<file path="src/rtl/host_mem_sequencer.sv">
// Host-driven sequencer for IRAM/DRAM loading, core start and DRAM readback through the
// addr_ext / write-enable / start_2/3/4 mode interface of the processor top level.
module host_mem_sequencer #(
  parameter int unsigned DATA_W      = 16,
  parameter int unsigned ADDR_W      = 9,
  parameter int unsigned N_CORES     = 1,
  parameter int unsigned WR_HOLD     = 4,
  parameter int unsigned RD_LAT      = 5,
  parameter int unsigned RUN_TIMEOUT = 120000
) (
  input  logic               clock,
  input  logic               reset,
  input  logic               cmd_valid,
  output logic               cmd_ready,
  input  logic [1:0]         cmd_op,
  input  logic [N_CORES-1:0] cmd_core,
  input  logic [ADDR_W-1:0]  cmd_base,
  input  logic [ADDR_W-1:0]  cmd_len,
  input  logic               wr_valid,
  output logic               wr_ready,
  input  logic [DATA_W-1:0]  wr_data,
  output logic               rd_valid,
  input  logic               rd_ready,
  output logic [DATA_W-1:0]  rd_data,
  output logic [ADDR_W-1:0]  addr_ext,
  output logic [DATA_W-1:0]  data_ext,
  output logic [N_CORES-1:0] iram_write_ext,
  output logic               dram_write_ext,
  output logic               read_en_ext,
  input  logic [DATA_W-1:0]  dram_in,
  output logic               start_2,
  output logic               start_3,
  output logic               start_4,
  output logic [N_CORES-1:0] start,
  input  logic [N_CORES-1:0] proc_done,
  output logic               busy,
  output logic               error
);

  localparam logic [3:0] IDLE       = 4'd0;
  localparam logic [3:0] LD_WAIT    = 4'd1;
  localparam logic [3:0] LD_SETUP   = 4'd2;
  localparam logic [3:0] LD_STROBE  = 4'd3;
  localparam logic [3:0] LD_RELEASE = 4'd4;
  localparam logic [3:0] RUN        = 4'd5;
  localparam logic [3:0] RB_READ    = 4'd6;
  localparam logic [3:0] RB_WAIT    = 4'd7;
  localparam logic [3:0] RB_OUT     = 4'd8;
  localparam logic [3:0] RB_NEXT    = 4'd9;

  localparam logic [1:0] OP_IRAM = 2'd0;
  localparam logic [1:0] OP_DRAM = 2'd1;
  localparam logic [1:0] OP_RUN  = 2'd2;
  localparam logic [1:0] OP_RB   = 2'd3;

  logic [3:0]         state;
  logic [1:0]         op;
  logic [N_CORES-1:0] core;
  logic [ADDR_W-1:0]  len;
  logic [ADDR_W-1:0]  cnt;
  logic [31:0]        tmr;
  logic               rdy;
  logic               accept;
  logic               noop;
  logic               last;
  logic [N_CORES-1:0] core_lo;

  assign accept  = cmd_valid && cmd_ready;
  assign last    = (cnt == len - 1'b1);
  // IRAM loads target only the lowest selected core.
  assign core_lo = cmd_core & (~cmd_core + N_CORES'(1));

  always_comb begin
    noop = 1'b0;
    if (cmd_op != OP_RUN && cmd_len == '0) noop = 1'b1;
    if ((cmd_op == OP_IRAM || cmd_op == OP_RUN) && cmd_core == '0) noop = 1'b1;
  end

  assign cmd_ready      = rdy && (state == IDLE);
  assign busy           = (state != IDLE);
  assign wr_ready       = (state == LD_WAIT);
  assign iram_write_ext = (state == LD_STROBE && op == OP_IRAM) ? core : '0;
  assign dram_write_ext = (state == LD_STROBE && op == OP_DRAM);
  assign read_en_ext    = (state == RB_READ) || (state == RB_WAIT);
  assign rd_valid       = (state == RB_OUT);

  always_ff @(posedge clock or posedge reset) begin
    if (reset) begin
      state    <= IDLE;
      op       <= OP_IRAM;
      core     <= '0;
      len      <= '0;
      cnt      <= '0;
      tmr      <= '0;
      rdy      <= 1'b0;
      addr_ext <= '0;
      data_ext <= '0;
      rd_data  <= '0;
      start_2  <= 1'b0;
      start_3  <= 1'b0;
      start_4  <= 1'b0;
      start    <= '0;
      error    <= 1'b0;
    end else begin
      rdy <= 1'b1;
      case (state)
        IDLE: begin
          if (accept && cmd_op == OP_RUN) error <= 1'b0;
          if (accept && !noop) begin
            op       <= cmd_op;
            core     <= (cmd_op == OP_IRAM) ? core_lo : cmd_core;
            len      <= cmd_len;
            cnt      <= '0;
            tmr      <= '0;
            addr_ext <= cmd_base;
            case (cmd_op)
              OP_IRAM: begin start_2 <= 1'b1; state <= LD_WAIT; end
              OP_DRAM: begin start_3 <= 1'b1; state <= LD_WAIT; end
              OP_RUN:  begin start   <= cmd_core; state <= RUN; end
              default: begin start_4 <= 1'b1; state <= RB_READ; end
            endcase
          end
        end
        LD_WAIT: begin
          if (wr_valid) begin
            data_ext <= wr_data;
            state    <= LD_SETUP;
          end
        end
        LD_SETUP: begin
          tmr   <= '0;
          state <= LD_STROBE;
        end
        LD_STROBE: begin
          if (tmr == WR_HOLD - 1) state <= LD_RELEASE;
          else tmr <= tmr + 1;
        end
        LD_RELEASE: begin
          addr_ext <= addr_ext + 1'b1;
          cnt      <= cnt + 1'b1;
          if (last) begin
            start_2 <= 1'b0;
            start_3 <= 1'b0;
            state   <= IDLE;
          end else begin
            state <= LD_WAIT;
          end
        end
        RUN: begin
          if ((proc_done & core) == core) begin
            start <= '0;
            state <= IDLE;
          end else if (RUN_TIMEOUT != 0 && tmr == RUN_TIMEOUT - 1) begin
            start <= '0;
            error <= 1'b1;
            state <= IDLE;
          end else begin
            tmr <= tmr + 1;
          end
        end
        RB_READ: begin
          tmr   <= '0;
          state <= RB_WAIT;
        end
        RB_WAIT: begin
          if (tmr == RD_LAT - 1) begin
            rd_data <= dram_in;
            state   <= RB_OUT;
          end else begin
            tmr <= tmr + 1;
          end
        end
        RB_OUT: begin
          if (rd_ready) state <= RB_NEXT;
        end
        RB_NEXT: begin
          addr_ext <= addr_ext + 1'b1;
          cnt      <= cnt + 1'b1;
          if (last) begin
            start_4 <= 1'b0;
            state   <= IDLE;
          end else begin
            state <= RB_READ;
          end
        end
        default: state <= IDLE;
      endcase
    end
  end

endmodule

</file>
<file path="config.mk">
export PLATFORM = sky130hd
export DESIGN_NAME = host_mem_sequencer
export DESIGN_NICKNAME = d
export VERILOG_FILES = /design/src/rtl/host_mem_sequencer.sv
export SDC_FILE = /design/constraint.sdc
export NUM_CORES = 1
export LEC_CHECK = 0
export ABC_AREA = 1
export CAP_MARGIN = 20
export CORE_UTILIZATION = 35
export DETAILED_ROUTE_END_ITERATION = 16
export SLEW_MARGIN = 20
export SYNTH_ARGS = -nofsm -noshare
export SYNTH_HDL_FRONTEND = slang
export SYNTH_SLANG_ARGS = --single-unit
</file>
<file path="constraint.sdc">
create_clock -name clock -period 3.8 [get_ports clock]
set_input_delay 0.76 -clock clock [delete_from_list [all_inputs] [get_ports clock]]
set_output_delay 0.76 -clock clock [all_outputs]
set_load 0.05 [all_outputs]
</file>
==> impl_metrics.env, run 1 <==
export IMPL_outcome="finished, final reports clean"
export IMPL_grt_antenna_before_repair=0
export IMPL_drt_iter0_markers=294
export IMPL_async_flop_share_pct=100.0
export IMPL_drive_gt1_share_pct=10.33
export IMPL_max_freq_mhz=298.6
export IMPL_utilization_pct=45.29
export IMPL_place_congestion=0.9365
export IMPL_synthFlopType="dfrtp_1"
export IMPL_post_place_ws_ns=0.5166
export IMPL_grt_overflow_total=0
export IMPL_cp_end_kind="output port"
export IMPL_cts_hold_buf=0
export IMPL_htree_levels=3
export IMPL_postSynthNetCount=858
export IMPL_synthTopCellsByArea="dfrtp_1, nand2_1, mux2_2"
export IMPL_fp_dieW_um=134.7
export IMPL_seq_area_frac_synth_pct=42.24
export IMPL_stdcell_count=1135
export IMPL_cts_repair_resized=0
export IMPL_critical_path_required_ns=3.04
export IMPL_insertedDiodeCount=0
export IMPL_crit_top_cell="inv_1"
export IMPL_synth_top_cell_area_share_pct=42.24
export IMPL_dr_pass1_iters=5
export IMPL_ir_drop_mv=0.4461
export IMPL_track_usage_pct=18.44
export IMPL_fin_worst_hold_slack_ns=0.4764
export IMPL_synth_seq_cells=104
export IMPL_dieArea_mm2=0.01814
export IMPL_place_area_mm2=0.007487
export IMPL_hold_class="flip-flop to flip-flop"
export IMPL_worstSkewPairLatency_ns=0.36
export IMPL_post_dp_hpwl_mm=12.16
export IMPL_rows=48
export IMPL_finalWorstSetupSlack_ns=0.4505
export IMPL_grt_max_degree=56
export IMPL_clock_sinks=104
export IMPL_finalSetupTns_ns=0
export IMPL_drcViolationCount=0
export IMPL_wl_per_cell_um=13.94
export IMPL_maxSlewViolCount=0
export IMPL_area_growth_pct=26.71
export IMPL_cp_max_fo=4
export IMPL_num_vias=5484
export IMPL_cp_top_family="buffers and inverters"
export IMPL_core_area_mm2=0.01724
export IMPL_cap_violations=0
export IMPL_syn_area_mm2=0.006161
export IMPL_synthCells=794
export IMPL_initial_utilization_pct=35.74
export IMPL_path_class="flip-flop to output port"
export IMPL_worst_pin_slew_ns=0.8711
export IMPL_setup_violations=0
export IMPL_crit_chain="nor2_4 > inv_1 > nor2_1 > inv_1 > nor4_1 > clkdlybuf4s50_1"
export IMPL_finalCriticalPeriod_ns=3.349
export IMPL_cp_start_kind="flip-flop"
export IMPL_cp_data_arrival_time_ns=2.59
export IMPL_io_pin_count=112
export IMPL_die_h_um=134.7
export IMPL_p_total_mw=5.391
export IMPL_p_leak_nw=3.358
export IMPL_max_slew_margin_pct=41.71
export IMPL_rsz0062_at_grt="false"
export IMPL_synth_top_area_cell="dfrtp_1"
export IMPL_cts_tree="yes"
export IMPL_grt_pass1_vias=5303
export IMPL_cp_buffers_inverters=3
export IMPL_post_route_period_util_pct=88.14
export IMPL_finalHoldViolCount=0
export IMPL_nets=969
export IMPL_portBuffers=111
export IMPL_cpPeakStageDelay_ns=0.92
export IMPL_vias_per_cell=4.832
export IMPL_avgSynthCellArea_um2=7.759
export IMPL_placed_cells=1119
export IMPL_grt_pass1_wl_mm=26.44
export IMPL_clockBufferDepth=2
export IMPL_synth_edff_count=0
export IMPL_cts_setup_buffers=0
export IMPL_ant_nets=0
export IMPL_synth_cell_types=40
export IMPL_cp_slowest_cell="clkdlybuf4s50_1"
export IMPL_power_density_mw_per_mm2=690.6
export IMPL_drt_wl_total_mm=15.82
export IMPL_fin_skew_ns=0.009183
export IMPL_final_area_mm2=0.007806
export IMPL_cts_root_buf="clkbuf_16"
export IMPL_cts_buffers=9
export IMPL_synth_warnings=0
export IMPL_clk_pin_slew_ns=0.07
-- power by group --
part           switching [mW]  internal [mW]
combinational            1.83          0.871
sequential              0.267           1.40
clock                   0.439          0.586
total                    2.53           2.86
-- cells in the final DEF (no fill, tap or decap), types with 2 or more instances in the layout --
cell	n
xnor2_1	6
dfrtp_1	104
nor2_1	96
a31oi_1	2
nand4_1	11
xor2_1	23
nand2_1	223
inv_6	3
nor3b_1	2
nand3_1	63
clkbuf_1	2
o21ai_0	36
a221oi_1	2
bufinv_16	2
inv_4	2
nand2_4	3
nor2_4	4
a21oi_1	7
buf_4	5
clkdlybuf4s50_1	111
o22ai_1	3
o211ai_1	2
o211a_1	2
inv_1	81
o21ai_2	23
nor3_1	28
mux2_2	32
nand2_2	3
clkbuf_16	9
ha_1	5
or2_2	3
-- cell type report --
cell class | count | area [um^2]
repair buffers | 116 | 1149
well taps | 225 | 281.5
multi-input cells | 590 | 3134
inverters | 84 | 320.3
clock buffers | 11 | 232.7
clock inverters | 5 | 86.33
flip-flops and latches | 104 | 2603
fillers | 1734 | 9430
-- flip-flops by register name, indices dropped and copies added, names as in the netlist, 2 cells and up --
name      cells
tmr          32
data_ext     16
rd_data      16
addr_ext      9
cnt           9
len           9
state         4
op            2
-- path summary, 6_finish.rpt --
path | depth (start not counted) | slack (ns) | startpoint | end
hold reg to reg | 2 | 0.48 | start_2 | start_2
min in group asynchronous | 2 | 0.86 | reset | rd_data[13]
max in group asynchronous | 3 | 2.21 | reset | state[0]
hold / removal | 2 | 0.48 | start_2 | start_2
setup / recovery | 6 | 0.45 | state[3] | iram_write_ext
setup reg to reg | 11 | 1.04 | tmr[0] | tmr[8]
-- worst register-to-register path, stage by stage (launching register included) --
cell     delay, ns
dfrtp_1       0.43
ha_1          0.28
nand3_2       0.20
nor2_1        0.34
nand3_1       0.14
nor2_1        0.22
nand2_1       0.15
nand2_2       0.10
inv_4         0.07
nand2_4       0.51
nand2_1       0.17
o21ai_2       0.08
-- cells in the mapped netlist (all sizes together) (3+ instances only) --
cell / number
nor2: 100
or2: 3
xnor2: 6
nor3: 29
dfrtp: 104
o21ai: 59
nand3: 65
clkbuf: 4
a21oi: 7
nand4: 11
nand2: 229
inv: 84
ha: 5
o22ai: 3
nor3b: 3
xor2: 23
mux2: 32
buf: 12
-- logic make-up after synthesis --
group                    after synthesis  synth area share, %
flip-flops                           104                42.24
multiplexers                          32                5.849
AND/OR/NAND/NOR                      442                31.19
adder cells (fa/ha/maj)                5                1.015
XOR/XNOR                              29                4.123
AO/OA/AOI/OAI                         81                8.631
other                                  1              0.06087
buffers and inverters                100                6.885
-- per-layer routing --
metal  GRT usage (%)  part of all wire [%]
met5               0                     0
met4           7.491                   2.3
met3           3.679                   4.4
met2           30.50                    48
met1           23.54                    45
Power figures use the tool's default switching activity.
==> run 2: changes to the inputs <==
--- a/config.mk
+++ b/config.mk
@@ -7,8 +7,10 @@
 export LEC_CHECK = 0
 export ABC_AREA = 1
 export CAP_MARGIN = 20
+export CORE_ASPECT_RATIO = 0.6
 export CORE_UTILIZATION = 35
 export DETAILED_ROUTE_END_ITERATION = 16
+export DONT_BUFFER_PORTS = 1
 export SLEW_MARGIN = 20
 export SYNTH_ARGS = -nofsm -noshare
 export SYNTH_HDL_FRONTEND = slang
==> impl_metrics.env, run 2 (synthesis results as in run 1) <==
export IMPL_nets=858
export IMPL_fin_skew_ns=0.008287
export IMPL_area_growth_pct=9.058
export IMPL_cts_repair_resized=0
export IMPL_setup_violations=0
export IMPL_finalSetupTns_ns=0
export IMPL_cp_buffers_inverters=1
export IMPL_hold_class="input port to async pin"
export IMPL_ant_nets=0
export IMPL_drive_gt1_share_pct=12.27
export IMPL_grt_overflow_total=0
export IMPL_r2r_slack_ns=0.95
export IMPL_placed_cells=1017
export IMPL_worstSkewPairLatency_ns=0.36
export IMPL_cp_slowest_cell="nand2_4"
export IMPL_die_h_um=104.8
export IMPL_place_congestion=0.9519
export IMPL_cp_end_kind="flip-flop"
export IMPL_grt_pass1_vias=4810
export IMPL_mostFrequentLayoutCells="nand2_1, dfrtp_1, nor2_1, inv_1, nand3_1"
export IMPL_stdcell_count=1033
export IMPL_insertedDiodeCount=0
export IMPL_p_leak_nw=2.930
export IMPL_cpPeakStageDelay_ns=0.52
export IMPL_cap_violations=0
export IMPL_portBuffers=0
export IMPL_largest_register_ffs=32
export IMPL_finalHoldViolCount=0
export IMPL_worst_pin_slew_ns=0.9839
export IMPL_clk_pin_slew_ns=0.08
export IMPL_rows=37
export IMPL_worstReg2RegStart="tmr[0]"
export IMPL_max_freq_mhz=350.8
export IMPL_clock_sinks=104
export IMPL_wl_per_cell_um=16.10
export IMPL_num_vias=5312
export IMPL_initial_utilization_pct=35.87
export IMPL_drcViolationCount=0
export IMPL_rsz0062_at_grt="false"
export IMPL_cts_tree="yes"
export IMPL_largestRegisters="tmr: 32 flops, data_ext: 16 flops, rd_data: 16 flops"
export IMPL_cp_top_family="simple AND/OR/NAND/NOR gates"
export IMPL_cts_setup_buffers=0
export IMPL_io_pin_count=112
export IMPL_clockBufferDepth=2
export IMPL_utilization_pct=39.12
export IMPL_ir_drop_mv=0.5225
export IMPL_regMostFlops="tmr"
export IMPL_dr_pass1_iters=6
export IMPL_cts_buffers=9
export IMPL_drt_wl_total_mm=16.64
export IMPL_reg2reg_depth=11
export IMPL_critical_path_required_ns=4.08
export IMPL_finalCriticalPeriod_ns=2.851
export IMPL_cts_root_buf="clkbuf_16"
export IMPL_path_depth=11
export IMPL_cp_max_fo=55
export IMPL_outcome="finished, final reports clean"
export IMPL_cp_data_arrival_time_ns=3.13
export IMPL_htree_levels=3
export IMPL_p_total_mw=5.033
export IMPL_dieArea_mm2=0.01815
export IMPL_layout_commonest_cell="nand2_1"
export IMPL_fin_worst_hold_slack_ns=0.3455
export IMPL_grt_max_degree=56
export IMPL_grt_antenna_before_repair=0
export IMPL_post_place_ws_ns=0.9081
export IMPL_r2r_end="tmr[12]"
export IMPL_final_area_mm2=0.006719
export IMPL_max_slew_margin_pct=34.05
export IMPL_post_route_period_util_pct=75.03
export IMPL_grt_pass1_wl_mm=26.55
export IMPL_post_dp_hpwl_mm=12.61
export IMPL_cp_start_kind="flip-flop"
export IMPL_drt_iter0_markers=520
export IMPL_crit_end="tmr[12]"
export IMPL_fp_dieW_um=173.3
export IMPL_maxSlewViolCount=0
export IMPL_cp_startpoint="tmr[0]"
export IMPL_path_class="flip-flop to flip-flop"
export IMPL_place_area_mm2=0.006399
export IMPL_power_density_mw_per_mm2=749.1
export IMPL_finalWorstSetupSlack_ns=0.9490
export IMPL_core_area_mm2=0.01718
export IMPL_track_usage_pct=18.81
export IMPL_crit_chain="ha_1 > nand3_2 > nor2_1 > nand3_1 > nor2_1 > nand2_1 > nand2_2 > inv_4 > nand2_4 > nand2_1 > o21ai_2"
export IMPL_vias_per_cell=5.142
export IMPL_cts_hold_buf=0
export IMPL_n_fill_cell=1765
run 2: changes by cell type in the layout (fill, tap and decap cells not counted), sizes merged:
cell / delta
clkbuf: -2
bufinv: -1
inv: +1
clkdlybuf4s50: -111
clkinv: +2
run 2: metal layers:
layer / track usage [%] / share of wire [%] / up-vias
met5: 0 / 0 / -
met4: 3.034 / 0.67 / 0
met3: 6.114 / 9.9 / 14
met2: 23.41 / 36 / 242
met1: 30.47 / 53 / 2484
li1: - / - / 2572
run 2: cell type report:
class	count	area [um^2]	share of cell area (%)
sequential	104	2603	38.73
multi-input combinational	590	3146	46.82
timing repair buffer	5	37.54	0.5587
clock inverter	7	95.09	1.415
tap	234	292.8	4.358
clock buffer	9	225.2	3.352
inverter	84	320.3	4.767
run 2: worst min path at each step:
stage | endpoint | from | cells past startpoint | slack [ns]
6_report | rd_data[6] | reset | 1 | 0.35
5_1_grt | rd_data[6] | reset | 1 | 0.39
4_1_cts | rd_data[6] | reset | 1 | 0.36
3_5_place_dp | core | core | 2 | 0.49
3_3_place_gp | len[8] | len[8] | 2 | 0.49
2_1_floorplan | core | core | 2 | 0.45
run 2: power breakdown:
group,internal [mW],switching [mW],leakage [nW]
Clock,0.533,0.481,0.157
Combinational,0.521,1.19,1.45
Sequential,1.39,0.924,1.32
==> run 3: changes to the inputs <==
==> constraint.sdc (replaced) <==
create_clock -name clock -period 2.95 [get_ports clock]
set_input_delay 0.59 -clock clock [delete_from_list [all_inputs] [get_ports clock]]
set_output_delay 0.59 -clock clock [all_outputs]
set_load 0.05 [all_outputs]
==> impl_metrics.env, run 3 (synthesis results as in run 1) <==
export IMPL_dr_pass1_iters=6
export IMPL_setup_violations=0
export IMPL_drcViolationCount=0
export IMPL_vias_per_cell=5.014
export IMPL_nets=870
export IMPL_largestRegisters="tmr: 32 flops, data_ext: 16 flops, rd_data: 16 flops"
export IMPL_cts_repair_resized=0
export IMPL_track_usage_pct=19.10
export IMPL_fin_skew_ns=0.008481
export IMPL_finalSetupTns_ns=0
export IMPL_utilization_pct=39.77
export IMPL_p_int_mw=3.247
export IMPL_initial_utilization_pct=35.87
export IMPL_htree_levels=3
export IMPL_grt_overflow_total=0
export IMPL_rows=37
export IMPL_cp_start_kind="flip-flop"
export IMPL_regMostFlops="tmr"
export IMPL_stdcell_count=1045
export IMPL_power_frac_clock_pct=19.4
export IMPL_cts_root_buf="clkbuf_16"
export IMPL_wl_per_cell_um=15.86
export IMPL_post_route_period_util_pct=89.14
export IMPL_area_growth_pct=10.87
export IMPL_cp_end_kind="flip-flop"
export IMPL_grt_antenna_before_repair=0
export IMPL_grt_pass1_vias=5040
export IMPL_largest_register_ffs=32
export IMPL_dieArea_mm2=0.01815
export IMPL_fin_worst_hold_slack_ns=0.2482
export IMPL_cts_tree="yes"
export IMPL_cap_violations=0
export IMPL_cts_hold_buf=0
export IMPL_hold_class="input port to async pin"
export IMPL_n_fill_cell=1765
export IMPL_ant_nets=0
export IMPL_worst_pin_slew_ns=0.8296
export IMPL_swShare_pct=50.91
export IMPL_clockBufferDepth=2
export IMPL_clock_sinks=104
export IMPL_place_congestion=0.9073
export IMPL_drt_wl_total_mm=16.57
export IMPL_num_vias=5240
export IMPL_ir_drop_mv=0.5528
export IMPL_worstSkewPairLatency_ns=0.36
export IMPL_cts_setup_buffers=0
export IMPL_multi_input_area_mm2=0.003146
export IMPL_cts_buffers=9
export IMPL_finalCriticalPeriod_ns=2.630
export IMPL_finalHoldViolCount=0
export IMPL_max_slew_margin_pct=44.58
export IMPL_max_freq_mhz=380.3
export IMPL_cp_data_arrival_time_ns=2.92
export IMPL_path_class="flip-flop to flip-flop"
export IMPL_p_switching_mw=3.367
export IMPL_cp_max_fo=31
export IMPL_maxSlewViolCount=0
export IMPL_critical_path_required_ns=3.24
export IMPL_clk_pin_slew_ns=0.08
export IMPL_p_seq_share_pct=44.0
export IMPL_fp_dieW_um=173.3
export IMPL_power_density_mw_per_mm2=968.3
export IMPL_placed_cells=1029
export IMPL_grt_pass1_wl_mm=27.24
export IMPL_grt_max_degree=49
export IMPL_pwr_share_comb_pct=36.6
export IMPL_outcome="finished, final reports clean"
export IMPL_rsz0062_at_grt="false"
export IMPL_core_area_mm2=0.01718
export IMPL_area_sequential_mm2=0.002603
export IMPL_insertedDiodeCount=0
export IMPL_drt_iter0_markers=453
export IMPL_portBuffers=0
export IMPL_die_h_um=104.8
export IMPL_io_pin_count=112
export IMPL_p_total_mw=6.614
export IMPL_layout_commonest_cell="nand2_1"
export IMPL_mostFrequentLayoutCells="nand2_1, dfrtp_1, nor2_1, inv_1, nand3_1"
export IMPL_drive_gt1_share_pct=13.56
export IMPL_p_leak_nw=2.989
export IMPL_post_dp_hpwl_mm=12.84
## run 3: cell count changes in the layout (fill, tap and decap cells not counted), sizes merged
cell | before | now
buf | 5 | 17
clkinvlp | 0 | 2
inv | 88 | 86
## run 3: area by class of cell
cell class                 count  share of cell area [%]
sequential                   104                   38.10
tap                          234                   4.287
clock buffer                   9                   3.297
clock inverter                 7                   1.319
multi-input combinational    590                   46.05
inverter                      84                   4.708
timing repair buffer          17                   2.235
## run 3: power by group through the flow
stage	registers, mW	clock network [mW]	logic [mW]
2_1_floorplan	2.85	0	1.91
3_3_place_gp	2.93	0	2.35
3_5_place_dp	2.93	0	2.39
4_1_cts	2.91	1.32	2.40
5_1_grt	2.96	1.37	2.72
6_report	2.91	1.28	2.42
## run 3: worst paths after layout
check,from,end,slack [ns],cells after the start
min reg2reg,core,core,0.50,2
min,reset,data_ext[3],0.25,1
max reg2reg,tmr[0],tmr[4],0.32,12
max,tmr[0],tmr[4],0.32,12
min in group clock,cmd_len[8],len[8],0.34,2
max in group asynchronous,reset,tmr[2],1.96,2
## run 3: metal layers
metal	GRT usage (%)	vias up	part of all wire, %
li1	-	2588	-
met1	30.09	2429	53
met5	0	-	0
met4	3.856	0	0.80
met2	24.53	211	36
met3	6.114	12	9.2
## run 3: worst max-delay path: stages (launching register included)
cell and delay (ns):
dfrtp_1 0.45, ha_1 0.30, nand3_2 0.18, nor2_1 0.29, nand3_1 0.12, nor2_1 0.19
nand2_1 0.16, nand2_2 0.11, inv_4 0.07, nand2_4 0.28, buf_12 0.25, nand2_1 0.08
o21ai_2 0.06
## run 3: metrics by stage
step | area [um^2] | setup WS [ns]
after floorplan | 6165 | 0.003937
after global placement | 6515 | 0.3965
after detailed placement | 6515 | 0.3461
after CTS | 6830 | 0.3116
after global routing | 6830 | 0.05007
final | 6830 | 0.3204
==> variant 1 (flow settings as in run 2) <==
Change the parameter `N_CORES` from 1 to 2.
--- a/src/rtl/host_mem_sequencer.sv
+++ b/src/rtl/host_mem_sequencer.sv
@@ -3,7 +3,7 @@
 module host_mem_sequencer #(
   parameter int unsigned DATA_W      = 16,
   parameter int unsigned ADDR_W      = 9,
-  parameter int unsigned N_CORES     = 1,
+  parameter int unsigned N_CORES     = 2,
   parameter int unsigned WR_HOLD     = 4,
   parameter int unsigned RD_LAT      = 5,
   parameter int unsigned RUN_TIMEOUT = 120000
Interface: changed (resized cmd_core, iram_write_ext, proc_done and start); port bits go from 112 to 116. No check against the original RTL was run, so the function may have changed too.
==> variant 1 against run 2 <==
  * Clock skew grew 0.0064 ns
  * Clock power is essentially flat
  * Setup slack lost 0.24 ns
  * Routed wire length grew 0.80%
  * Power grew 2.4%
  * Final area grew 1.7%
  * Cell count grew 3.6%
  * Sequential cell count grew 2
  * Count of clock-buffer cells in the layout grew 1
  * Synthesized area grew 1.7%
  * Highest routed layer unchanged
  * Maximum frequency shrank 7.7%
  * Global-route usage grew 0.060 points
  * Die area grew 1.7%
==> variant 1: results (changes against run 2) <==
status=finished clean; top cells by area, synth=dfrtp_1, nand2_1, nor2_1; met1 Usage GRT=30.98% (+0.51 points); Synth Area in Adders=0.9984% (-0.017 points); CP peak stage delay=0.47 ns (-0.05 ns); metal2 WL=5741 um (-4.8%); layout cells sized above 1=9.211% (-3.1 points); Compound-Gate Fraction of Synth Area=5.950% (-2.7 points); Final Wtd Congestion=0.9403 (-1.2%); largest net degree at the start of global routing=68 (+21%); vias in the first global route=5,051 (+5.0%); fill cell count=1,821 (+3.2%); vias=5,361 (+0.92%); commonest cells in the netlist=nand2_1, nor2_1, dfrtp_1; Met1 Wirelength=9074 um (+2.6%); Peak VDD IR=0.0004787 V (-8.4%); DP Area=0.006520 mm^2 (+1.9%); sequential share of the synthesized area=42.33% (+0.090 points); xor and xnor area share after synthesis=4.333% (+0.21 points); Cell variety after synth=39 (-2.5%); Critical Path AT=3.32 ns (+0.19 ns); RR Startpoint=state[0]; leakage power=3.123 nW (+6.6%); FF-to-FF End=tmr[25]; Max FO, Critical Path=35 (-36%); Mapped Cells=832 (+4.8%); fmax=0.3237 GHz (-7.7%); dpl ws=0.7184 ns (-0.1897 ns); GRT Util Overall=18.87% (+0.060 points); Int Power=2.510 mW (+2.9%); routed length on met3=1860 um (+13%); Max transition margin=37.22% (+3.2 points); Detailed Place HPWL=12,660 um (+0.36%); met3 GRT Util=6.457% (+0.34 points); nets=897 (+4.5%); first-pass GRT wire length=27,280 um (+2.8%); drt wl/cell=15.67 um (-2.7%)
-- variant 1: changes by cell type in the layout (fill, tap and decap cells not counted), sizes merged, moves of 4 or more --
cell          run 2  this run
inv              88        96
o21ai            59        31
nand3            65        71
buf               5         9
nand4            11        18
nor2            100       129
-- variant 1: cell type report --
| class | instances | area (um^2) | area share [%] |
|---|---|---|---|
| Clock buffer | 10 | 229.0 | 3.352 |
| Clock inverter | 6 | 81.33 | 1.191 |
| Sequential cell | 106 | 2653 | 38.83 |
| Inverter | 93 | 351.6 | 5.147 |
| Timing Repair Buffer | 9 | 67.56 | 0.9892 |
| Multi-Input combinational cell | 612 | 3156 | 46.20 |
| Tap cell | 234 | 292.8 | 4.287 |
-- variant 1: how the worst min path moves through the flow --
stage,start,end,slack [ns],cells past startpoint
floorplan,core[0],core[0],0.45,2
finish,reset,data_ext[6],0.44,1
CTS,reset,data_ext[6],0.47,1
global placement,tmr[16],tmr[16],0.49,2
global route,reset,rd_data[5],0.52,1
detailed placement,core[0],core[0],0.48,2
==> variant 2 (flow settings as in run 2) <==
Made on the original files. Register the output `error` once more, with the module's reset; this adds one clock of latency there. The other outputs are not delayed to match.
--- a/src/rtl/host_mem_sequencer.sv
+++ b/src/rtl/host_mem_sequencer.sv
@@ -53,6 +53,8 @@
   localparam logic [1:0] OP_RUN  = 2'd2;
   localparam logic [1:0] OP_RB   = 2'd3;
 
+  logic error_s0;
+
   logic [3:0]         state;
   logic [1:0]         op;
   logic [N_CORES-1:0] core;
@@ -100,12 +102,12 @@
       start_3  <= 1'b0;
       start_4  <= 1'b0;
       start    <= '0;
-      error    <= 1'b0;
+      error_s0 <= 1'b0;
     end else begin
       rdy <= 1'b1;
       case (state)
         IDLE: begin
-          if (accept && cmd_op == OP_RUN) error <= 1'b0;
+          if (accept && cmd_op == OP_RUN) error_s0 <= 1'b0;
           if (accept && !noop) begin
             op       <= cmd_op;
             core     <= (cmd_op == OP_IRAM) ? core_lo : cmd_core;
@@ -152,7 +154,7 @@
             state <= IDLE;
           end else if (RUN_TIMEOUT != 0 && tmr == RUN_TIMEOUT - 1) begin
             start <= '0;
-            error <= 1'b1;
+            error_s0 <= 1'b1;
             state <= IDLE;
           end else begin
             tmr <= tmr + 1;
@@ -188,5 +190,13 @@
     end
   end
 
+  always_ff @(posedge clock or posedge reset) begin
+    if (reset) begin
+      error <= '0;
+    end else begin
+      error <= error_s0;
+    end
+  end
+
 endmodule
 
Check against the original RTL: same outputs for any inputs over 10 cycles, from zero or initial values and one cycle with reset high; that may be too few to reach the edited logic, so the function may still have changed.
==> variant 2 against run 2 <==
  * Sequential cell count grew 1
  * Largest cell class unchanged
  * Routed wire length shrank 0.87%
  * Global-route usage grew 0.77 points
  * Synthesized area shrank 1.2%
  * Critical endpoint is now dram_write_ext
  * Final area shrank 1.1%
  * Setup slack lost 0.021 ns
  * Power shrank 1.7%
  * Clock power shrank 8%
  * Count of clock-buffer cells in the layout is the same
  * Register-to-register slack gained 0.06 ns
  * Core utilization grew 0.85 points
==> variant 2: results (changes against run 2) <==
largest net degree at the start of global routing=59 (+5.4%); vias in the first global route=4,803 (-0.15%); Detailed Place HPWL=12,820 um (+1.6%); Peak VDD IR=0.0004946 V (-5.3%); Max transition margin=35.19% (+1.1 points); initial antenna violation count=1 (+1); diodes inserted=1 (+1); nets=860 (+0.23%); Non-clk bufs=8 (+3); layout cells sized above 1=10.63% (-1.6 points); Critical Path AT=2.11 ns (-1.02 ns); drt wl/cell=16.03 um (-0.48%); clock network area share=4.275% (-0.49 points); dpl ws=1.056 ns (+0.1482 ns); Final Wtd Congestion=0.9418 (-1.1%); Worst Setup EP=dram_write_ext; FF-to-FF End=tmr[16]; fraction of standard cell area in multi-input logic=45.95% (-0.86 points); status=finished clean; first-pass GRT wire length=26,820 um (+1.0%); Register Area=0.002628 mm^2 (+0.96%); GRT Util Overall=19.58% (+0.77 points); Crit. Startpoint=state[2]; Register-to-Register Setup Slack=1.01 ns (+0.06 ns); clk sink count=105 (+0.96%); DRT iter0 DRCs=523 (+0.58%); fin crit period=2.872 ns (+0.02148 ns); commonest cells in the netlist=nand2_1, dfrtp_1, nor2_1; Max FO, Critical Path=6 (-89%); fill cell count=1,733 (-1.8%); Signal buf overhead=0.9040% (+0.35 points); TritonRoute pass-1 iters=5 (-1)
-- variant 2: cell count changes after synthesis, sizes merged, moves of 3 or more --
| cell | run 2 | this run |
|---|---|---|
| xor2 | 23 | 20 |
| inv | 84 | 87 |
| nand2 | 229 | 223 |
| or2 | 3 | 7 |
| clkbuf | 4 | 9 |
| buf | 12 | 7 |
-- variant 2: power breakdown --
group	switching [mW]	total (mW)	internal [mW]	leakage [nW]
clock network	0.467	0.926	0.459	0.138
logic	1.21	1.75	0.540	1.46
registers	0.876	2.28	1.40	1.34
-- variant 2: through the flow --
stage / std cells / hold WS [ns] / instance area (um^2) / util (%) / total power [mW]
after floorplan: 793 / 0.3544 / 6090 / - / 3.638
after global placement: 1013 / 0.4367 / 6357 / 38.25 / 4.004
after detailed placement: 1013 / 0.4391 / 6357 / 38.25 / 4.019
after CTS: 1028 / 0.3936 / 6641 / 39.96 / 4.954
after global routing: 1029 / 0.4211 / 6644 / 39.97 / 5.280
final: 1029 / 0.3725 / 6644 / 39.97 / 4.949
-- variant 2: layer usage --
| metal | share of wire [%] | track usage [%] |
|---|---|---|
| met1 | 55 | 33.66 |
| met2 | 34 | 22.49 |
| met5 | 0 | 0 |
| met3 | 10 | 5.898 |
| met4 | 0.71 | 3.477 |
-- variant 2: cells by family (layout without fill, tap and decap cells) --
logic type	Yosys count	count (layout)	synth area share [%]
other	1	2	0.06158
adders and majority gates	5	5	1.027
and+or+nand+nor	439	439	31.39
AOI/OAI and AO/OA	83	83	7.869
DFF	105	105	43.15
xor gates and xnor gates	25	25	3.596
muxes	32	32	5.917
buffers and inverters	103	110	6.986
-- variant 2: worst max-delay path: stages, from the launching register on --
cell and delay (ns):
dfrtp_1 0.44, nor2_2 0.27, nand3_1 0.11, buf_4 0.19
nor3b_2 0.74
